--- src/rtl/hazard_ctrl_if.sv ---
// Pipeline-to-sequencer bundle: hazard sources in, stage controls and status out.
interface hazard_ctrl_if #(
  parameter int CNT_W = 16
);
  logic [4:0]       id_rs;
  logic [4:0]       id_rt;
  logic             id_useRt;
  logic [4:0]       ex_rs;
  logic [4:0]       ex_rt;
  logic             ex_memRead;
  logic [4:0]       ex_wreg;
  logic             mem_regWrite;
  logic [4:0]       mem_wreg;
  logic             wb_regWrite;
  logic [4:0]       wb_wreg;
  logic             redirect;
  logic             mem_busy;
  logic             pc_en;
  logic             ifid_en;
  logic             ifid_flush;
  logic             idex_en;
  logic             idex_bubble;
  logic             exmem_en;
  logic             memwb_bubble;
  logic [1:0]       fwd_a;
  logic [1:0]       fwd_b;
  logic [1:0]       state;
  logic [CNT_W-1:0] stall_cycles;
  logic             err;

  modport master (
    output id_rs, id_rt, id_useRt, ex_rs, ex_rt, ex_memRead, ex_wreg,
           mem_regWrite, mem_wreg, wb_regWrite, wb_wreg, redirect, mem_busy,
    input  pc_en, ifid_en, ifid_flush, idex_en, idex_bubble, exmem_en,
           memwb_bubble, fwd_a, fwd_b, state, stall_cycles, err
  );

  modport slave (
    input  id_rs, id_rt, id_useRt, ex_rs, ex_rt, ex_memRead, ex_wreg,
           mem_regWrite, mem_wreg, wb_regWrite, wb_wreg, redirect, mem_busy,
    output pc_en, ifid_en, ifid_flush, idex_en, idex_bubble, exmem_en,
           memwb_bubble, fwd_a, fwd_b, state, stall_cycles, err
  );
endinterface

--- src/rtl/hazard_ctrl.sv ---
// 5-stage pipeline sequencer: load-use stall, EX redirect flush, memory-wait freeze,
// EX forwarding selects, stall-cycle counter and sticky memory-timeout error.
module hazard_ctrl #(
  parameter int MEM_TIMEOUT = 255,
  parameter int CNT_W       = 16
) (
  input logic         clk,
  input logic         rst,
  hazard_ctrl_if.slave hz
);
  localparam int WCW = (MEM_TIMEOUT > 1) ? $clog2(MEM_TIMEOUT) : 1;

  typedef enum logic [1:0] {RUN = 2'd0, LU = 2'd1, WAIT = 2'd2, ERR = 2'd3} state_t;

  state_t           st, nxt;
  logic [WCW-1:0]   wcnt;
  logic [CNT_W-1:0] stall_cnt;
  logic             err_q;
  logic             load_use, timeout;
  logic             pc_en, ifid_en, ifid_flush, idex_en, idex_bubble, exmem_en, memwb_bubble;
  logic [1:0]       fwd_a, fwd_b;

  assign load_use = hz.ex_memRead && (hz.ex_wreg != 5'd0) &&
                    ((hz.ex_wreg == hz.id_rs) || (hz.id_useRt && (hz.ex_wreg == hz.id_rt)));
  assign timeout  = hz.mem_busy && (wcnt == WCW'(MEM_TIMEOUT - 1));

  always_comb begin
    pc_en        = 1'b1;
    ifid_en      = 1'b1;
    ifid_flush   = 1'b0;
    idex_en      = 1'b1;
    idex_bubble  = 1'b0;
    exmem_en     = 1'b1;
    memwb_bubble = 1'b0;
    nxt          = RUN;
    if (rst || st == ERR) begin
      pc_en    = 1'b0;
      ifid_en  = 1'b0;
      idex_en  = 1'b0;
      exmem_en = 1'b0;
      nxt      = rst ? RUN : ERR;
    end else if (hz.mem_busy) begin
      pc_en        = 1'b0;
      ifid_en      = 1'b0;
      idex_en      = 1'b0;
      exmem_en     = 1'b0;
      memwb_bubble = 1'b1;
      nxt          = timeout ? ERR : WAIT;
    end else if (hz.redirect) begin
      ifid_flush  = 1'b1;
      idex_bubble = 1'b1;
    end else if (load_use && st != LU) begin
      // In LU the bubble already separates load and consumer, so never stall twice.
      pc_en       = 1'b0;
      ifid_en     = 1'b0;
      idex_bubble = 1'b1;
      nxt         = LU;
    end
  end

  always_comb begin
    fwd_a = 2'b00;
    fwd_b = 2'b00;
    if (!rst) begin
      if (hz.mem_regWrite && hz.mem_wreg != 5'd0 && hz.mem_wreg == hz.ex_rs)      fwd_a = 2'b10;
      else if (hz.wb_regWrite && hz.wb_wreg != 5'd0 && hz.wb_wreg == hz.ex_rs)    fwd_a = 2'b01;
      if (hz.mem_regWrite && hz.mem_wreg != 5'd0 && hz.mem_wreg == hz.ex_rt)      fwd_b = 2'b10;
      else if (hz.wb_regWrite && hz.wb_wreg != 5'd0 && hz.wb_wreg == hz.ex_rt)    fwd_b = 2'b01;
    end
  end

  always_ff @(posedge clk or posedge rst) begin
    if (rst) begin
      st        <= RUN;
      wcnt      <= '0;
      stall_cnt <= '0;
      err_q     <= 1'b0;
    end else begin
      st   <= nxt;
      wcnt <= hz.mem_busy ? wcnt + 1'b1 : '0;
      if (!pc_en && stall_cnt != '1) stall_cnt <= stall_cnt + 1'b1;
      if (nxt == ERR) err_q <= 1'b1;
    end
  end

  assign hz.pc_en        = pc_en;
  assign hz.ifid_en      = ifid_en;
  assign hz.ifid_flush   = ifid_flush;
  assign hz.idex_en      = idex_en;
  assign hz.idex_bubble  = idex_bubble;
  assign hz.exmem_en     = exmem_en;
  assign hz.memwb_bubble = memwb_bubble;
  assign hz.fwd_a        = fwd_a;
  assign hz.fwd_b        = fwd_b;
  assign hz.state        = st;
  assign hz.stall_cycles = stall_cnt;
  assign hz.err          = err_q;
endmodule

--- src/flat_wrapper.sv ---
// flat-port wrapper written by rule: the top's interface ports become plain ports
module hazard_ctrl_flat 
#(
  parameter int MEM_TIMEOUT = 255,
  parameter int CNT_W       = 16
)
  (clk, rst, hz_id_rs, hz_id_rt, hz_id_useRt, hz_ex_rs, hz_ex_rt, hz_ex_memRead, hz_ex_wreg, hz_mem_regWrite, hz_mem_wreg, hz_wb_regWrite, hz_wb_wreg, hz_redirect, hz_mem_busy, hz_pc_en, hz_ifid_en, hz_ifid_flush, hz_idex_en, hz_idex_bubble, hz_exmem_en, hz_memwb_bubble, hz_fwd_a, hz_fwd_b, hz_state, hz_stall_cycles, hz_err);
  hazard_ctrl_if #(.CNT_W(CNT_W)) hz_i ();
  input logic clk;
  input logic rst;
  input wire logic [$bits(hz_i.id_rs)-1:0] hz_id_rs;
  input wire logic [$bits(hz_i.id_rt)-1:0] hz_id_rt;
  input wire logic [$bits(hz_i.id_useRt)-1:0] hz_id_useRt;
  input wire logic [$bits(hz_i.ex_rs)-1:0] hz_ex_rs;
  input wire logic [$bits(hz_i.ex_rt)-1:0] hz_ex_rt;
  input wire logic [$bits(hz_i.ex_memRead)-1:0] hz_ex_memRead;
  input wire logic [$bits(hz_i.ex_wreg)-1:0] hz_ex_wreg;
  input wire logic [$bits(hz_i.mem_regWrite)-1:0] hz_mem_regWrite;
  input wire logic [$bits(hz_i.mem_wreg)-1:0] hz_mem_wreg;
  input wire logic [$bits(hz_i.wb_regWrite)-1:0] hz_wb_regWrite;
  input wire logic [$bits(hz_i.wb_wreg)-1:0] hz_wb_wreg;
  input wire logic [$bits(hz_i.redirect)-1:0] hz_redirect;
  input wire logic [$bits(hz_i.mem_busy)-1:0] hz_mem_busy;
  output wire logic [$bits(hz_i.pc_en)-1:0] hz_pc_en;
  output wire logic [$bits(hz_i.ifid_en)-1:0] hz_ifid_en;
  output wire logic [$bits(hz_i.ifid_flush)-1:0] hz_ifid_flush;
  output wire logic [$bits(hz_i.idex_en)-1:0] hz_idex_en;
  output wire logic [$bits(hz_i.idex_bubble)-1:0] hz_idex_bubble;
  output wire logic [$bits(hz_i.exmem_en)-1:0] hz_exmem_en;
  output wire logic [$bits(hz_i.memwb_bubble)-1:0] hz_memwb_bubble;
  output wire logic [$bits(hz_i.fwd_a)-1:0] hz_fwd_a;
  output wire logic [$bits(hz_i.fwd_b)-1:0] hz_fwd_b;
  output wire logic [$bits(hz_i.state)-1:0] hz_state;
  output wire logic [$bits(hz_i.stall_cycles)-1:0] hz_stall_cycles;
  output wire logic [$bits(hz_i.err)-1:0] hz_err;
  assign hz_i.id_rs = hz_id_rs;
  assign hz_i.id_rt = hz_id_rt;
  assign hz_i.id_useRt = hz_id_useRt;
  assign hz_i.ex_rs = hz_ex_rs;
  assign hz_i.ex_rt = hz_ex_rt;
  assign hz_i.ex_memRead = hz_ex_memRead;
  assign hz_i.ex_wreg = hz_ex_wreg;
  assign hz_i.mem_regWrite = hz_mem_regWrite;
  assign hz_i.mem_wreg = hz_mem_wreg;
  assign hz_i.wb_regWrite = hz_wb_regWrite;
  assign hz_i.wb_wreg = hz_wb_wreg;
  assign hz_i.redirect = hz_redirect;
  assign hz_i.mem_busy = hz_mem_busy;
  assign hz_pc_en = hz_i.pc_en;
  assign hz_ifid_en = hz_i.ifid_en;
  assign hz_ifid_flush = hz_i.ifid_flush;
  assign hz_idex_en = hz_i.idex_en;
  assign hz_idex_bubble = hz_i.idex_bubble;
  assign hz_exmem_en = hz_i.exmem_en;
  assign hz_memwb_bubble = hz_i.memwb_bubble;
  assign hz_fwd_a = hz_i.fwd_a;
  assign hz_fwd_b = hz_i.fwd_b;
  assign hz_state = hz_i.state;
  assign hz_stall_cycles = hz_i.stall_cycles;
  assign hz_err = hz_i.err;
  hazard_ctrl #(.MEM_TIMEOUT(MEM_TIMEOUT), .CNT_W(CNT_W)) u_core (.clk(clk), .rst(rst), .hz(hz_i));
endmodule
--- config.mk ---
export PLATFORM = sky130hd
export DESIGN_NAME = hazard_ctrl_flat
export DESIGN_NICKNAME = d
export VERILOG_FILES = /design/src/rtl/hazard_ctrl_if.sv /design/src/rtl/hazard_ctrl.sv /design/src/flat_wrapper.sv
export SDC_FILE = /design/constraint.sdc
export NUM_CORES = 1
export LEC_CHECK = 0
export BUFFER_PORTS_ARGS = -buffer_cell sky130_fd_sc_hd__buf_2
export CAP_MARGIN = 20
export CORE_MARGIN = 5
export CORE_UTILIZATION = 40
export CTS_CLUSTER_DIAMETER = 80
export DETAILED_ROUTE_END_ITERATION = 10
export PLACE_DENSITY = 0.74
export SKIP_LAST_GASP = 1
export SLEW_MARGIN = 40
export SYNTH_ARGS = -nofsm -noshare
export SYNTH_HDL_FRONTEND = slang
export SYNTH_SLANG_ARGS = --single-unit
--- constraint.sdc ---
create_clock -name clk -period 8.57 [get_ports clk]
set_clock_uncertainty 0.05 [all_clocks]
set_input_delay 2.1425 -clock clk [delete_from_list [all_inputs] [get_ports clk]]
set_output_delay 2.1425 -clock clk [all_outputs]
set_load 0.005 [all_outputs]
======== After elaboration in Yosys (flattened, before gate mapping) ========
Cells that the tools add are included.
storage, ports and cells
  output and inout port bits .............. 30
  input port bits ......................... 43
  register bits after elaboration ......... 27
  word-level logic and storage cells ...... 63
operators by class
  reductions and logical operators ........ 18
  equal/unequal tests ..................... 11
  add/sub/neg operators ................... 2
  muxes and demuxes ....................... 28
operators by type and width
  cell                   number
  $eq 5x5->1             6
  $mux 1                 19
  $add 16x1->16 const B  1
  $mux 2                 8
  $ne 16x16->1 const B   1
  $reduce_bool 5->1      3
  $logic_and 1x1->1      12
  $add 8x1->8 const B    1
  $eq 8x8->1 const B     1
  $mux 8                 1
  $eq 2x2->1 const B     2
  $logic_or 1x1->1       2
  $ne 2x1->1 const B     1
  $logic_not 1->1        1

======== Depth between registers and ports, before layout ========
Gate-level depths: netlist of the first run.
  depth in word-level cells ............... 11
  gate-level depth with buffers ........... 7
  mapped depth without buffers ............ 6

======== Worst setup path before layout of the first run ========
OpenSTA, ideal clock, no wires.
  kind .................................... input to output
  start ................................... input port rst
  end ..................................... output port hz_fwd_a[0]
  slack ................................... 2677 ps
  required time ........................... 6378 ps
  data arrival time ....................... 3701 ps
  path buffers ............................ 0
  stages on the path ...................... 4
  path through ............................ inv_1 -> o211ai_1 -> or4_1 -> nor4_1
on the way
  longest elaborated chain between the ends .. 1
ends and longest elaborated chain
  item             RTL line            RTL
  start, declared  flat_wrapper.sv:10  input logic rst;
  $mux 2           hazard_ctrl.sv:64   if (!rst) begin
  end, declared    flat_wrapper.sv:31  output wire logic [$bits(hz_i.fwd_a)-1:0] hz_fwd_a;
Every way passes these cells.

======== Worst setup path in the final report of the first run ========
  start ................................... input port hz_ex_wreg[4]
  end ..................................... output port hz_ifid_en
on the way
  longest elaborated chain between the ends .. 9
  elaborated cells between the ends (all ways) .. 12
  classes of those cells .................. eq/ne (2); mux (4); reduce/logical (6)
ends and longest elaborated chain
  item                   RTL line            RTL
  start, declared        flat_wrapper.sv:17  input wire logic [$bits(hz_i.ex_wreg)-1:0] hz_ex_wreg;
  $eq 5x5->1             hazard_ctrl.sv:24   ((hz.ex_wreg == hz.id_rs) || (hz.id_useRt && (hz.ex_wreg == hz.id_rt)));
  $logic_and 1x1->1      hazard_ctrl.sv:24
  $logic_or 1x1->1       hazard_ctrl.sv:24
  $logic_and 1x1->1 (*)  hazard_ctrl.sv:23   assign load_use = hz.ex_memRead && (hz.ex_wreg != 5'd0) &&
  $logic_and 1x1->1 (*)  hazard_ctrl.sv:52   end else if (load_use && st != LU) begin
  $mux 1 (*)             hazard_ctrl.sv:52
  $mux 1 (*)             hazard_ctrl.sv:49   end else if (hz.redirect) begin
  $mux 1 (*)             hazard_ctrl.sv:42   end else if (hz.mem_busy) begin
  $mux 1 (*)             hazard_ctrl.sv:36   if (rst || st == ERR) begin
  end, declared          flat_wrapper.sv:25  output wire logic [$bits(hz_i.ifid_en)-1:0] hz_ifid_en;
Mark *: on every way between the ends. The rest lies on a longest branch, timed or not.

==> results.toml, run 1 <==
[global_routing]
largest_net_degree_at_the_start_of_global_routing = 31
vias_in_the_first_global_route = 1506
grt_first_pass_wirelength_um = 6580
antenna_violations_before_repair = 0
grt-ovfl-total = 0
track_usage = 0.132

[logic_synthesis]
synth.avg_cell_area_sq_um = 10.1
synth_cell_types = 35
ys_warn_count = 0
synth.ff_latch_count = 27
ys_async_sr_fraction = 1.00
postSynthCellCount = 173
dominantRegCellSynth = "sky130_fd_sc_hd__dfrtp_1"
synth_fp_nets = 219
largest_cells_by_area_after_synthesis = "sky130_fd_sc_hd__dfrtp_1 39%, sky130_fd_sc_hd__xnor2_1 16%, sky130_fd_sc_hd__xor2_1 10%, sky130_fd_sc_hd__and3_1 4.7%, sky130_fd_sc_hd__nand3_1 3.7%"
synthDominantAreaCellType = "sky130_fd_sc_hd__dfrtp_1"
yosys.area.top_type_share = 0.387
synth_enable_flop_cells = 0
ys_seq_area_frac = 0.387
synth.cell_area_sq_um = 1750

[clocking]
clkSinkCount = 27
insertion_delay_ns = 0.27
hold_buffers = 0
clock_buffer_count_from_cts = 3
cts_setup_buffers = 0
clock_path_buffers = 2
worst_setup_hold_path_clk_slew_ns = 0.09
ctsRootBufferMaster = "sky130_fd_sc_hd__clkbuf_8"
cts_tree = "yes"
cts_htree_levels = 1
cts_repair_resize_count = 0

[timing]
layout_worst_path_cycle_share = 0.703
timing_limited_maximum_frequency_mhz = 166
setup_violations = 0
hold_viol = 0
finalSetupTns_ns = 0
max-slew-margin-rel = 0.547
finalWorstPathRequiredPeriod_ns = 6.02
actual_transition_at_the_worst_max_transition_pin_ns = 0.680
unrepaired_setup_endpoints_after_global_routing = "no"
timing_max_transition_violations_final = 0

[cells_and_area]
fillerInstances = 413
final_util = 0.509
ff_latch_area_sq_um = 676
num-nets-final = 291
antenna-diode-count = 0
multiInputGateArea_sq_um = 1010
area.growth.synth_to_final_pct = 25.0
final_layout_size_suffix_gt1_frac = 0.352
instances_no_fill = 296
stdcell_area_sq_um = 2180

[run]
timing.max_cap.violations = 0

[floorplanning]
placementRows = 24
fp.dieArea_sq_um = 5790
io_pins = 73
start_util = 0.407
die_height_um = 76.1
floorplan_core_area_sq_um = 4290
die_width_um = 76.1

[place]
detailed_place.area_sq_um = 2140
post_dp_hpwl_um = 3260
place_congestion = 0.804
io_buffer_count = 72
dpl.cell_count = 292

[worst_setup_path]
worst_reg_to_reg_setup_slack_ns = 6.17
timing.critical_path.arrival_ns = 3.83
critical_path_end_type = "output port"
critPathKind = "input port to output port"
critical_path_source_type = "input port"
timing.critical_path.required_ns = 6.38
cp_max_fo = 16

[drt]
routed-wl-met3_um = 316
drc = 0
post_drt_via_cell_ratio = 5.09
vias = 1508
drt_iter0_drc = 48
routed_wirelength_um = 3990
drtAntennaViolNets = 0
met2WireLength_um = 2090
detailedRoute.firstPassIterationCount = 4
drt-wirelength-per-cell_um = 13.5
wl_met1_um = 1540
topRoutingLayerUsed = "met4"

[outcome]
result_of_the_run = "finished clean"

[power_and_ir_drop]
fin_total_pwr_uw = 334
p_leak_nw = 1.09
peakVddDrop_uv = 62.0
powerDensity_nw_per_um2 = 153

[min_path]
worst_hold_path_type = "register to register"
cell usage after synthesis (all sizes together), types with 3 or more instances:
master	n
and2	8
and3	15
buf	4
dfrtp	27
ha	3
inv	4
nand2	4
nand3	14
nand4	9
nor2	3
nor3	4
nor4	5
or4	5
xnor2	31
xor2	20
stage by stage:
step / hold WS [ns] / setup WS (ns)
floorplan: 0.415 / 2.68
global placement: 0.405 / 2.59
detailed placement: 0.403 / 2.55
CTS: 0.436 / 2.55
global route: 0.455 / 2.40
finish: 0.438 / 2.55
cells in the final DEF, fill, tap and decap left out:
cell,count
sky130_fd_sc_hd__o21ai_0,1
sky130_fd_sc_hd__clkinvlp_4,1
sky130_fd_sc_hd__nor2_1,3
sky130_fd_sc_hd__and4_2,1
sky130_fd_sc_hd__nor4_1,4
sky130_fd_sc_hd__or2_2,1
sky130_fd_sc_hd__nor4_2,1
sky130_fd_sc_hd__and3_2,2
sky130_fd_sc_hd__a32oi_1,1
sky130_fd_sc_hd__buf_2,72
sky130_fd_sc_hd__and4_1,1
sky130_fd_sc_hd__clkbuf_8,3
sky130_fd_sc_hd__ha_1,3
sky130_fd_sc_hd__nand2_2,1
sky130_fd_sc_hd__o21a_1,1
sky130_fd_sc_hd__nand2_1,3
sky130_fd_sc_hd__inv_1,4
sky130_fd_sc_hd__o221ai_1,1
sky130_fd_sc_hd__nand4_1,9
sky130_fd_sc_hd__xnor2_1,31
sky130_fd_sc_hd__nor2b_1,2
sky130_fd_sc_hd__or4_1,5
sky130_fd_sc_hd__mux2_1,1
sky130_fd_sc_hd__and2_1,7
sky130_fd_sc_hd__dfrtp_1,27
sky130_fd_sc_hd__o31ai_4,1
sky130_fd_sc_hd__nand3_1,13
sky130_fd_sc_hd__a21o_1,1
sky130_fd_sc_hd__nand3_2,1
sky130_fd_sc_hd__o211ai_1,1
sky130_fd_sc_hd__nor3_1,4
sky130_fd_sc_hd__and2_2,1
sky130_fd_sc_hd__a21oi_1,2
sky130_fd_sc_hd__buf_4,1
sky130_fd_sc_hd__and3_1,13
sky130_fd_sc_hd__xor2_1,20
state kept, by name (all words and copies together) (netlist names):
name and cells:
u_core.hz.stall_cycles 16, u_core.hz.state 2, u_core.hz.err 1, u_core.wcnt 8
critical path, cell delays in order:
cell	delay (ns)
sky130_fd_sc_hd__buf_2	0.12
sky130_fd_sc_hd__xor2_1	0.17
sky130_fd_sc_hd__nor4_2	0.28
sky130_fd_sc_hd__a32oi_1	0.22
sky130_fd_sc_hd__o31ai_4	0.65
sky130_fd_sc_hd__inv_1	0.11
sky130_fd_sc_hd__buf_2	0.15
final timing paths:
check	startpoint	to	depth (start not counted)
max reg2reg	u_core.hz.stall_cycles[4]	u_core.hz.stall_cycles[1]	6
max in group asynchronous	rst	u_core.hz.stall_cycles[8]	3
min in group asynchronous	rst	u_core.hz.state[1]	3
max	hz_ex_wreg[4]	hz_ifid_en	7
min reg2reg	u_core.hz.err	u_core.hz.err	1
min	u_core.hz.err	u_core.hz.err	1
cells by family (layout without fill, tap and decap cells):
kind of cell / Yosys count / after routing / synth area share
compound gates: 9 / 9 / 0.0437
xor+xnor: 51 / 51 / 0.256
fa+ha+maj: 3 / 3 / 0.0215
buf+inv: 10 / 81 / 0.0344
flops: 27 / 27 / 0.387
mux: 1 / 1 / 0.00644
simple gates: 72 / 72 / 0.252
final cells by class:
cell class	instances	share of cell area
flip-flops and latches	27	0.309
repair buffers	73	0.168
clock inverters	1	0.00344
well taps	52	0.0298
clock buffers	3	0.0189
inverters	4	0.00687
multi-input cells	136	0.463
power by group:
part / internal [mW] / leakage (nW) / switching, mW
clock: 0.0330 / 0.0217 / 0.0399
sequential: 0.145 / 0.358 / 0.0219
combinational: 0.0496 / 0.711 / 0.0441
total: 0.228 / 1.09 / 0.106
per-layer routing:
metal  track usage  vias up
met5             0        -
met4        0.0262        0
met3        0.0414        4
met2         0.246       45
met1         0.147      711
li1              -      748
Note: power is estimated with default switching activity, not from simulation.
==> run 2: changes to the inputs <==
- ABC_AREA: unset -> 1
- PLACE_DENSITY: 0.74 -> 0.72
- clock period: 8.57 -> 6.3 ns (I/O delays scaled with it)
==> results.toml, run 2 <==
[outcome]
result_of_the_run = "finished clean"

[timing]
timing_limited_maximum_frequency_mhz = 215
max-slew-margin-rel = 0.755
finalWorstPathRequiredPeriod_ns = 4.65
setup_violations = 0
actual_transition_at_the_worst_max_transition_pin_ns = 0.366
timing_max_transition_violations_final = 0
layout_worst_path_cycle_share = 0.738
hold_viol = 0
fin_worst_hold_slack_ns = 0.432
finalSetupTns_ns = 0
unrepaired_setup_endpoints_after_global_routing = "no"

[logic_synthesis]
synth.avg_cell_area_sq_um = 6.81
dominantRegCellSynth = "sky130_fd_sc_hd__dfrtp_1"
synth_enable_flop_cells = 0
synth.ff_latch_count = 27
synthDominantAreaCellType = "sky130_fd_sc_hd__dfrtp_1"
largest_cells_by_area_after_synthesis = "sky130_fd_sc_hd__dfrtp_1 33%, sky130_fd_sc_hd__nand2_1 16%, sky130_fd_sc_hd__nand3_1 8.1%, sky130_fd_sc_hd__xor2_1 7.3%, sky130_fd_sc_hd__inv_1 6.6%"
yosys.area.top_type_share = 0.331
ys_async_sr_fraction = 1.00
synth_top_cells_by_count = "87 x sky130_fd_sc_hd__nand2_1, 36 x sky130_fd_sc_hd__inv_1, 33 x sky130_fd_sc_hd__nand3_1, 33 x sky130_fd_sc_hd__nor2_1, 27 x sky130_fd_sc_hd__dfrtp_1"
synth_cell_types = 27
synth.cell_area_sq_um = 2040
ys_seq_area_frac = 0.331
postSynthCellCount = 300
ys_warn_count = 0
synth_fp_nets = 346
yosys.cell_count.top_type = "sky130_fd_sc_hd__nand2_1"

[drt]
routed_wirelength_um = 4880
drt_iter0_drc = 89
drc = 0
post_drt_via_cell_ratio = 4.69
drtAntennaViolNets = 0
vias = 2070
detailedRoute.firstPassIterationCount = 5
drt-wirelength-per-cell_um = 11.1

[clocking]
cts_setup_buffers = 0
clock_buffer_count_from_cts = 3
cts_tree = "yes"
insertion_delay_ns = 0.28
clkSinkCount = 27
clock_path_buffers = 2
cts_repair_resize_count = 0
hold_buffers = 0
worst_setup_hold_path_clk_slew_ns = 0.09
cts_htree_levels = 1
ctsRootBufferMaster = "sky130_fd_sc_hd__clkbuf_8"

[floorplanning]
die_width_um = 81.5
io_pins = 73
die_height_um = 81.5
start_util = 0.405
placementRows = 26
fp.dieArea_sq_um = 6640
floorplan_core_area_sq_um = 5040

[worst_setup_path]
cp_max_fo = 29
critical_path_end_type = "output port"
slowest_delay_ns = 0.33
crit_buf_inv = 5
timing.critical_path.max_delay_family = "buffers and inverters"
slowest_stage = "sky130_fd_sc_hd__buf_4"
timing.critical_path.cells = "buf_2 -> inv_1 -> buf_4 -> nand2_1 -> nor2_1 -> nand2_2 -> inv_1 -> buf_2"
timing.critical_path.arrival_ns = 3.03
critPathKind = "input port to output port"
critical_path_source_type = "input port"
timing.critical_path.required_ns = 4.68

[global_routing]
antenna_violations_before_repair = 0
grt_use_met2 = 0.303
grt-ovfl-total = 0
grtUsageMet1 = 0.180
largest_net_degree_at_the_start_of_global_routing = 30
vias_in_the_first_global_route = 2093
grt_util_met3 = 0.0406
gr-max-usage-layer = "met2"
grt_first_pass_wirelength_um = 8440
track_usage = 0.159

[cells_and_area]
antenna-diode-count = 0
largest_register_ffs = 16
most-common-layout-cells = "87 x sky130_fd_sc_hd__nand2_1, 72 x sky130_fd_sc_hd__buf_2, 36 x sky130_fd_sc_hd__inv_1"
num-nets-final = 418
final_layout_size_suffix_gt1_frac = 0.235
most_common_cell_after_layout_fill_and_taps_aside = "sky130_fd_sc_hd__nand2_1"
area.growth.synth_to_final_pct = 22.5

[run]
timing.max_cap.violations = 0

[place]
io_buffer_count = 72
post_dp_hpwl_um = 3960
place_congestion = 0.828

[power_and_ir_drop]
peakVddDrop_uv = 88.5
p_leak_nw = 1.43
powerDensity_nw_per_um2 = 178

[min_path]
worst_hold_path_type = "register to register"
[run 2: changes by cell type in the layout (fill, tap and decap cells not counted), sizes merged, moves of 8 or more]
cell,previous run,this run
nand2,4,89
nor2,3,33
xnor2,31,15
nand3,14,33
and2,8,0
and3,15,1
inv,4,42
[run 2: path summary, 6_finish.rpt]
kind	startpoint	end	slack, ns	cells past startpoint
worst max-delay path	rst	hz_ifid_en	1.65	8
worst min-delay path	u_core.hz.err	u_core.hz.err	0.43	2
worst max register to register	u_core.hz.stall_cycles[0]	u_core.hz.stall_cycles[0]	4.35	8
worst min register to register	u_core.hz.err	u_core.hz.err	0.43	2
max in group asynchronous	rst	u_core.hz.stall_cycles[12]	4.59	3
min in group asynchronous	rst	u_core.wcnt[4]	1.34	3
[run 2: per-stage QoR]
stage               instances  power, mW  cell area, sq um  utilization  setup slack (ns)
floorplan                 300      0.294              2040            -              1.51
global placement          437      0.344              2460        0.487              1.67
detailed placement        437      0.348              2460        0.487              1.62
CTS                       441      0.450              2500        0.496              1.61
global route              441      0.481              2500        0.496              1.43
finish                    441      0.446              2500        0.496              1.65
[run 2: worst min-delay path, delay by kind of cell, from the launching register on]
kind	cells	cell delay [ns]
flip-flops	1	0.36
buffers and inverters	1	0.04
AND/OR/NAND/NOR	1	0.06
[run 2: routing by layer]
metal  up-vias  share of wire
met4         0         0.0023
li1       1080              -
met5         -              0
met3         2          0.057
met2        45           0.51
met1       943           0.44
[run 2: area by class of cell]
| type | count | area [sq um] |
|---|---|---|
| clock buffer | 4 | 45.0 |
| inverter | 42 | 158 |
| timing repair buffer | 73 | 368 |
| tap | 70 | 87.6 |
| fill | 509 | 2540 |
| sequential | 27 | 676 |
| multi-input combinational | 225 | 1170 |
[run 2: cells by family after synthesis]
family	Yosys count	synth area share
buf+inv	48	0.0974
flops	27	0.331
compound gates	17	0.0441
simple gates	173	0.372
fa+ha+maj	3	0.0184
xor+xnor	32	0.137
[run 2: report_power, final]
part | internal, mW | total [mW] | switching, mW | leakage [nW]
clock | 0.0455 | 0.102 | 0.0561 | 0.0228
sequential | 0.191 | 0.214 | 0.0230 | 0.358
combinational | 0.0589 | 0.130 | 0.0711 | 1.05
==> run 3: changes to the inputs <==
- PLACE_DENSITY: 0.72 -> 0.74
- clock period: 6.3 -> 4.1 ns (I/O delays scaled with it)
==> results.toml, run 3 (synthesized netlist as in run 2, its figures left out) <==
[outcome]
result_of_the_run = "finished clean"

[min_path]
hold-path-cell-count = 2
worst_hold_path_type = "register to register"
hold-path-endpoint = "u_core.hz.err"
startpoint_of_the_tightest_hold_check_path = "u_core.hz.err"

[drt]
routed_wirelength_um = 4850
post_drt_via_cell_ratio = 4.70
drtAntennaViolNets = 0
topRoutingLayerUsed = "met4"
detailedRoute.firstPassIterationCount = 4
routed-wl-met3_um = 282
met2WireLength_um = 2360
drc = 0
drt_iter0_drc = 119
drt-wirelength-per-cell_um = 11.0
vias = 2074
wl_met1_um = 2170

[cells_and_area]
final_layout_size_suffix_gt1_frac = 0.235
area.growth.synth_to_final_pct = 22.5
most_common_cell_after_layout_fill_and_taps_aside = "sky130_fd_sc_hd__nand2_1"
largest_register_ffs = 16
final_util = 0.496
antenna-diode-count = 0
num-nets-final = 418
most-common-layout-cells = "87 x sky130_fd_sc_hd__nand2_1, 72 x sky130_fd_sc_hd__buf_2, 36 x sky130_fd_sc_hd__inv_1"

[floorplanning]
fp.dieArea_sq_um = 6640
die_height_um = 81.5
floorplan_core_area_sq_um = 5040
die_width_um = 81.5
io_pins = 73
placementRows = 26
start_util = 0.405

[timing]
finalWorstPathRequiredPeriod_ns = 3.24
setup_violations = 0
actual_transition_at_the_worst_max_transition_pin_ns = 0.359
finalSetupTns_ns = 0
max-slew-margin-rel = 0.760
unrepaired_setup_endpoints_after_global_routing = "no"
fin_worst_hold_slack_ns = 0.424
timing_limited_maximum_frequency_mhz = 309
layout_worst_path_cycle_share = 0.789
finalWorstSetupSlack_ns = 0.864
timing_max_transition_violations_final = 0
hold_viol = 0

[worst_setup_path]
crit_path_frequent_cell = "sky130_fd_sc_hd__nand2_1"
critical_path_source_type = "input port"
slowest_stage = "sky130_fd_sc_hd__nand2_2"
critPathKind = "input port to output port"
timing.critical_path.cells = "buf_2 -> inv_2 -> nand2_1 -> nand2_1 -> nor2_1 -> nand3_1 -> nand2_1 -> nand3_1 -> nand2_2 -> inv_1 -> buf_2"
critical_path_end_type = "output port"
crit_buf_inv = 4
timing.critical_path.arrival_ns = 2.16
timing.critical_path.max_delay_family = "simple AND/OR/NAND/NOR gates"
regToRegEndpoint = "u_core.hz.stall_cycles[3]"
rr_startpoint = "u_core.hz.stall_cycles[0]"
slowest_delay_ns = 0.30
timing.critical_path.required_ns = 3.02
startpoint = "hz_ex_wreg[0]"
worst_r2r_path_depth = 8
cp_max_fo = 18
worst_reg_to_reg_setup_slack_ns = 2.19

[clocking]
worst_setup_hold_path_clk_slew_ns = 0.09
cts_htree_levels = 1
ctsRootBufferMaster = "sky130_fd_sc_hd__clkbuf_8"
clock_path_buffers = 2
insertion_delay_ns = 0.27
clkSinkCount = 27
cts_repair_resize_count = 0
cts_setup_buffers = 0
cts_tree = "yes"
hold_buffers = 0
clock_buffer_count_from_cts = 3

[power_and_ir_drop]
powerDensity_nw_per_um2 = 272
peakVddDrop_uv = 151
fin_total_pwr_uw = 680
p_leak_nw = 1.43

[global_routing]
grt-ovfl-total = 0
grt_first_pass_wirelength_um = 8540
largest_net_degree_at_the_start_of_global_routing = 29
antenna_violations_before_repair = 0
vias_in_the_first_global_route = 2007
track_usage = 0.160

[run]
timing.max_cap.violations = 0

[place]
place_congestion = 0.874
io_buffer_count = 72
post_dp_hpwl_um = 3910
pre_cts_slack_ns = 0.852
==> run 3: cell counts in the layout (fill, tap and decap cells not counted) <==
No cell type changed its count.
==> run 3: metal layers <==
layer / global-route usage / vias to the layer above
met5: 0 / -
met4: 0.0236 / 0
met3: 0.0362 / 6
met2: 0.285 / 48
met1: 0.200 / 939
li1: - / 1081
==> run 3: how the worst max path moves through the flow <==
stage | endpoint | cells after the start
6_report | hz_pc_en | 11
5_1_grt | hz_pc_en | 11
4_1_cts | hz_ifid_en | 11
3_5_place_dp | hz_ifid_en | 11
3_3_place_gp | hz_pc_en | 10
2_1_floorplan | hz_pc_en | 7
==> run 3: cell type report <==
class | count | area [sq um]
tap | 70 | 87.6
multi-input combinational | 225 | 1170
timing repair buffer | 73 | 368
inverter | 42 | 158
clock buffer | 4 | 45.0
sequential | 27 | 676
fill | 472 | 2540
==> run 3: worst min-delay path, delay by kind of cell (launching register included) <==
| family | cells | cell delay (ns) |
|---|---|---|
| buffers and inverters | 1 | 0.04 |
| and+or+nand+nor | 1 | 0.05 |
| DFF | 1 | 0.35 |
==> run 3: report_power, final <==
| part | leakage [nW] | internal, mW | total, mW | switching, mW |
|---|---|---|---|---|
| Sequential | 0.358 | 0.294 | 0.328 | 0.0344 |
| Combinational | 1.05 | 0.0910 | 0.201 | 0.110 |
| Clock | 0.0228 | 0.0696 | 0.151 | 0.0816 |
| Total | 1.43 | 0.454 | 0.680 | 0.226 |
==> run 3: per-stage QoR <==
step | area [sq um] | instances
4_1_cts | 2500 | 441
5_1_grt | 2500 | 441
6_report | 2500 | 441
3_3_place_gp | 2460 | 437
3_5_place_dp | 2460 | 437
2_1_floorplan | 2040 | 300
